===== config.mk =====
export PLATFORM = sky130hd
export DESIGN_NAME = uart_rx_fifo
export DESIGN_NICKNAME = d
export VERILOG_FILES = /design/src/rtl/uart_rx_fifo.sv
export SDC_FILE = /design/constraint.sdc
export NUM_CORES = 1
export LEC_CHECK = 0
export CORE_ASPECT_RATIO = 0.8
export CORE_UTILIZATION = 65
export DETAILED_ROUTE_END_ITERATION = 6
export PLACE_DENSITY = 0.95
export SYNTH_ARGS = -nofsm -noshare
export SYNTH_HDL_FRONTEND = slang
export SYNTH_SLANG_ARGS = --single-unit

===== constraint.sdc =====
create_clock -name clk -period 6.9 [get_ports clk]
set_input_delay 2.07 -clock clk [delete_from_list [all_inputs] [get_ports clk]]
set_output_delay 2.07 -clock clk [all_outputs]
set_load 0.1 [all_outputs]

===== src/rtl/uart_rx_fifo.sv =====
// UART receiver with run-time baud divisor, framing/parity/break detection and a
// show-ahead FIFO drained over a valid/ready handshake.
module uart_rx_fifo #(
    parameter int DATA_WIDTH = 8,
    parameter int PARITY     = 0,
    parameter int STOP_BITS  = 1,
    parameter int FIFO_DEPTH = 16,
    parameter int DIV_WIDTH  = 16
) (
    input  logic                          clk,
    input  logic                          rstn,
    input  logic                          sig_rx,
    input  logic [DIV_WIDTH-1:0]          baud_div,
    output logic [DATA_WIDTH-1:0]         data_rx,
    output logic [2:0]                    err_rx,
    output logic                          valid_rx,
    input  logic                          ready_rx,
    output logic [$clog2(FIFO_DEPTH):0]   fifo_count,
    output logic                          overrun,
    input  logic                          clr_overrun
);

    localparam int AW = $clog2(FIFO_DEPTH);
    localparam int EW = DATA_WIDTH + 3;
    localparam int IW = 4;
    localparam logic [AW:0] L_FULL = (AW+1)'(FIFO_DEPTH);

    typedef enum logic [2:0] {S_IDLE, S_START, S_DATA, S_PARITY, S_STOP, S_BREAK} state_t;

    state_t                  r_state, w_next;
    logic [1:0]              r_sync;
    logic [1:0]              r_filt;
    logic                    r_sig_prev;
    logic [1:0]              r_fill;
    logic                    r_seen_high;
    logic [DIV_WIDTH-1:0]    r_div;
    logic [DIV_WIDTH-1:0]    r_cnt;
    logic [IW-1:0]           r_idx;
    logic [DATA_WIDTH-1:0]   r_shift;
    logic                    r_par;
    logic                    r_stop0;
    logic                    r_ferr;

    logic                    w_sig_f;
    logic                    w_fall;
    logic [DIV_WIDTH-1:0]    w_div_cl;
    logic                    w_tick;
    logic                    w_last_data;
    logic                    w_last_stop;
    logic                    w_write;
    logic                    w_first_stop;
    logic                    w_brk;
    logic                    w_ferr;
    logic                    w_px;
    logic                    w_perr;
    logic [EW-1:0]           w_entry;

    // Majority of three consecutive synchronised samples; sig_f settles 3 cycles after sig_rx.
    assign w_sig_f = (r_sync[1] & r_filt[0]) | (r_sync[1] & r_filt[1]) | (r_filt[0] & r_filt[1]);

    // r_fill keeps the reset-time ones of the filter from counting as a seen-high line.
    always_ff @(posedge clk) begin
        if (!rstn) begin
            r_sync      <= 2'b11;
            r_filt      <= 2'b11;
            r_sig_prev  <= 1'b1;
            r_fill      <= 2'd0;
            r_seen_high <= 1'b0;
        end else begin
            r_sync     <= {r_sync[0], sig_rx};
            r_filt     <= {r_filt[0], r_sync[1]};
            r_sig_prev <= w_sig_f;
            if (r_fill != 2'd3)
                r_fill <= r_fill + 2'd1;
            if (r_fill == 2'd3 && w_sig_f)
                r_seen_high <= 1'b1;
        end
    end

    assign w_fall      = r_seen_high & r_sig_prev & ~w_sig_f;
    assign w_div_cl    = (baud_div < DIV_WIDTH'(4)) ? DIV_WIDTH'(4) : baud_div;
    assign w_tick      = (r_cnt == '0);
    assign w_last_data = (r_idx == IW'(DATA_WIDTH - 1));
    assign w_last_stop = (r_idx == IW'(STOP_BITS - 1));

    always_ff @(posedge clk) begin
        if (!rstn)
            r_state <= S_IDLE;
        else
            r_state <= w_next;
    end

    always_comb begin
        w_next = r_state;
        case (r_state)
            S_IDLE:   if (w_fall) w_next = S_START;
            S_START:  if (w_tick) w_next = w_sig_f ? S_IDLE : S_DATA;
            S_DATA:   if (w_tick && w_last_data) w_next = (PARITY != 0) ? S_PARITY : S_STOP;
            S_PARITY: if (w_tick) w_next = S_STOP;
            S_STOP:   if (w_tick && w_last_stop) w_next = w_brk ? S_BREAK : S_IDLE;
            S_BREAK:  if (w_sig_f) w_next = S_IDLE;
            default:  w_next = S_IDLE;
        endcase
    end

    always_comb begin
        w_write      = (r_state == S_STOP) && w_tick && w_last_stop;
        w_first_stop = (STOP_BITS == 1) ? w_sig_f : r_stop0;
        w_brk        = (r_shift == '0) && ((PARITY == 0) || !r_par) && !w_first_stop;
        w_ferr       = r_ferr | ~w_sig_f | w_brk;
        w_px         = (^r_shift) ^ r_par;
        w_perr       = (PARITY == 1) ? w_px : (PARITY == 2) ? ~w_px : 1'b0;
        w_entry      = {w_brk, w_perr, w_ferr, r_shift};
    end

    always_ff @(posedge clk) begin
        if (!rstn) begin
            r_div   <= DIV_WIDTH'(4);
            r_cnt   <= '0;
            r_idx   <= '0;
            r_shift <= '0;
            r_par   <= 1'b0;
            r_stop0 <= 1'b1;
            r_ferr  <= 1'b0;
        end else if (r_state == S_IDLE) begin
            if (w_fall) begin
                r_div  <= w_div_cl;
                r_cnt  <= (w_div_cl >> 1) - DIV_WIDTH'(1);
                r_idx  <= '0;
                r_ferr <= 1'b0;
            end
        end else if (r_state != S_BREAK) begin
            if (!w_tick) begin
                r_cnt <= r_cnt - DIV_WIDTH'(1);
            end else begin
                r_cnt <= r_div - DIV_WIDTH'(1);
                case (r_state)
                    S_START:  r_idx <= '0;
                    S_DATA: begin
                        r_shift <= {w_sig_f, r_shift[DATA_WIDTH-1:1]};
                        r_idx   <= w_last_data ? '0 : r_idx + IW'(1);
                    end
                    S_PARITY: r_par <= w_sig_f;
                    S_STOP: begin
                        r_idx <= r_idx + IW'(1);
                        if (r_idx == '0)
                            r_stop0 <= w_sig_f;
                        if (!w_sig_f)
                            r_ferr <= 1'b1;
                    end
                    default: r_idx <= r_idx;
                endcase
            end
        end
    end

    logic [EW-1:0] r_mem [FIFO_DEPTH];
    logic [AW:0]   r_wptr, r_rptr;
    logic [AW:0]   w_count;
    logic          w_full, w_pop, w_push, w_drop;
    logic [EW-1:0] w_head;

    assign w_count  = r_wptr - r_rptr;
    assign w_full   = (w_count == L_FULL);
    assign valid_rx = (w_count != '0);
    assign w_pop    = valid_rx & ready_rx;
    // A pop in the same cycle frees the slot, so a full FIFO still takes the write.
    assign w_push   = w_write & (~w_full | w_pop);
    assign w_drop   = w_write & w_full & ~w_pop;
    assign w_head   = r_mem[r_rptr[AW-1:0]];

    assign data_rx    = valid_rx ? w_head[DATA_WIDTH-1:0] : '0;
    assign err_rx     = valid_rx ? w_head[EW-1:DATA_WIDTH] : 3'b000;
    assign fifo_count = w_count;

    always_ff @(posedge clk) begin
        if (rstn && w_push)
            r_mem[r_wptr[AW-1:0]] <= w_entry;
    end

    always_ff @(posedge clk) begin
        if (!rstn) begin
            r_wptr  <= '0;
            r_rptr  <= '0;
            overrun <= 1'b0;
        end else begin
            if (w_push)
                r_wptr <= r_wptr + (AW+1)'(1);
            if (w_pop)
                r_rptr <= r_rptr + (AW+1)'(1);
            if (w_drop)
                overrun <= 1'b1;
            else if (clr_overrun)
                overrun <= 1'b0;
        end
    end

endmodule

==> results.yml <==
status:
  status: "finished clean"
placed_design:
  hpwl_um: 15400
  placed_cell_area_mm2: 0.0107
  place.gp.congestion: 0.827
  port_buffers: 37
  dp_cells: 928
cts:
  cts.sinks: 231
  clk_latency_ns: 0.51
  cts_max_path_buffers: 3
  post_cts_resize_count: 0
  cts_setup_buffers: 0
  htreeDepth: 1
  cts_made_buffers: 23
  postCtsHoldBufs: 0
  cts_tree: "yes"
  clk_pin_slew_ns: 0.06
  root_buffer: "clkbuf_16"
grt:
  track_usage: 0.324
  antenna_found_initial: 0
  grt_remaining_overflow: 0
  grt_pass1_vias: 6729
  grt_pass1_wl_um: 38800
  grt_max_degree: 74
power:
  power.density_mw_per_mm2: 345
  switching_share: 0.351
  p_total_uw: 3970
  p_switching_uw: 1390
  ir_drop_mv: 0.245
  p_leak_uw: 0.00387
  clockPowerShare: 0.317
  p_comb_frac: 0.295
  p_int_uw: 2570
  seqPwrFrac: 0.388
sta:
  finalClockSkew_ns: 0.0126
  worstMarginPinSlew_ns: 1.40
  slew_headroom: 0.0676
  fmax_ghz: 0.167
  setup_tns_ns: 0
  setup_viol: 0
  rsz0062_at_grt: "false"
  whs_ns: 0.422
  final.min_clock_period_ns: 6.00
  hold_viol_final: 0
  slew_violations: 0
  fin_crit_sh: 0.870
min_path:
  hold_class: "reg -> reg"
synth:
  synth_top_area_share: 0.472
  synthTopCellsByArea: "edfxtp_1 47%, dfxtp_1 14%, mux4_2 11%"
  async_reset_ff_frac: 0
  ys_seq_area_frac: 0.612
  synth_nets: 747
  ys_warn_count: 0
  synth_top_cell_by_area: "edfxtp_1"
  synth_area_mm2: 0.0102
  synth_edf_count: 160
  synth-seq-cells: 231
  syn_inst: 712
  synthFlopType: "edfxtp_1"
  synth_cell_types: 76
  avgSynthCellArea_um2: 14.3
routing:
  viasPerCell: 6.75
  final_antenna_net_count: 0
  remaining_drc_errors: 0
  wl_per_cell_um: 25.8
  num_vias: 6549
  wirelength_um: 25000
  detail_route.first_pass.iterations: 6
  drtIter0Drc: 871
worst_setup_path:
  start_kind: "flip-flop"
  cp_max_fo: 15
  path_class: "reg -> out"
  required_ns: 4.83
  slowest_stage: "o221ai_1"
  slowest_delay_ns: 1.06
  critPathBufInv: 2
  cp.arrival_ns: 3.93
  crit_path_cell_trace: "inv_1 > ha_1 > fa_1 > nor2b_1 > o21ai_0 > and3_1 > o221ai_1 > and2_1 > buf_4"
  crit_family: "compound AO/OA/AOI/OAI gates"
  cp-end-kind: "output pin"
cells_and_area:
  drive_gt1_frac: 0.193
  area.growth.synth_to_final_pct: 13.0
  nets: 778
  final_common_cell: "edfxtp_1"
  antennaDiodeCount: 0
  fin_cells: 970
  layout_common_cells: "160 x edfxtp_1, 70 x dfxtp_1, 52 x nand2_1"
  stdcell_area_mm2: 0.0115
floorplanning:
  die_x_um: 142
  core_mm2: 0.0152
  row_count: 40
  die_h_um: 114
  initial_utilization: 0.671
  dieArea_mm2: 0.0162
  io_pins: 39
flow_run:
  drv_cap: 0
==> sequential cells by signal (all words and copies together), names as in the netlist, named ones only <==
register / cells
r_mem: 160
r_cnt: 16
r_div: 16
r_shift: 8
r_rptr: 5
r_wptr: 5
r_idx: 4
r_state: 3
r_fill: 2
r_filt: 2
r_sync: 2
overrun: 1
r_ferr: 1
r_seen_high: 1
r_sig_prev: 1
==> area by class of cell <==
cell class                      count  area, µm²
Clock buffer                       32        619
Clock inverter                     10        131
Fill cell                         810       3670
Inverter                           17       63.8
Multi-Input combinational cell    421       3760
Sequential cell                   231       6230
Tap cell                          210        263
Timing Repair Buffer               49        428
==> final timing paths <==
check	start	endpoint	slack [ns]	cells after the start
min reg2reg	r_sync[0]$_SDFF_PN1_	r_sync[1]$_SDFF_PN1_	0.42	1
min	r_sync[0]$_SDFF_PN1_	r_sync[1]$_SDFF_PN1_	0.42	1
max	r_wptr[0]$_SDFFE_PN0N_	data_rx[5]	0.90	9
max reg2reg	r_wptr[2]$_SDFFE_PN0N_	r_mem[15][4]$_DFFE_PP_	2.89	7
==> cells in the mapped netlist, drive strengths merged (3+ instances only) <==
library cell	number
clkbuf	26
a21oi	23
mux2i	15
nand3	11
nor4	21
xor2	3
nor3b	4
dfxtp	71
mux2	4
buf	17
ha	13
nor2b	19
nand3b	3
nand2	53
o211a	3
o21ai	38
a311o	4
or3	5
nand4	6
mux4	50
edfxtp	160
nand2b	12
xnor2	18
or2	3
and3	6
nor2	16
inv	17
and2	21
a21boi	21
nor3	14
==> routing by layer <==
layer | vias to the layer above | wire, µm | part of all wire | GRT usage
met5 | - | 0 | 0 | 0
met4 | 0 | 1040 | 0.042 | 0.140
met3 | 95 | 1980 | 0.079 | 0.0537
met2 | 419 | 12900 | 0.52 | 0.577
met1 | 3247 | 9090 | 0.36 | 0.394
li1 | 2788 | - | - | -
==> kinds of logic after synthesis <==
kind of cell / count (synthesis) / synth area share
buf+inv: 60 / 0.0282
compound gates: 115 / 0.0761
other cells: 1 / 0.000369
simple gates: 200 / 0.116
flops: 231 / 0.612
mux: 69 / 0.130
fa+ha+maj: 15 / 0.0189
xor+xnor: 21 / 0.0181
==> per-stage QoR <==
stage / setup slack, ns / util
after floorplan: 0.542 / -
after global placement: 1.80 / 0.708
after detailed placement: 1.60 / 0.708
after CTS: 0.960 / 0.757
after global routing: 0.794 / 0.758
final: 0.895 / 0.758
==> power by group through the flow <==
stage | logic (µW) | registers [µW] | clock network [µW]
5_1_grt | 1210 | 1550 | 1310
6_report | 1170 | 1540 | 1260
3_3_place_gp | 1100 | 1570 | 0
2_1_floorplan | 966 | 1530 | 0
4_1_cts | 1160 | 1540 | 1260
3_5_place_dp | 1150 | 1570 | 0
Note: power is estimated with default switching activity, not from simulation.
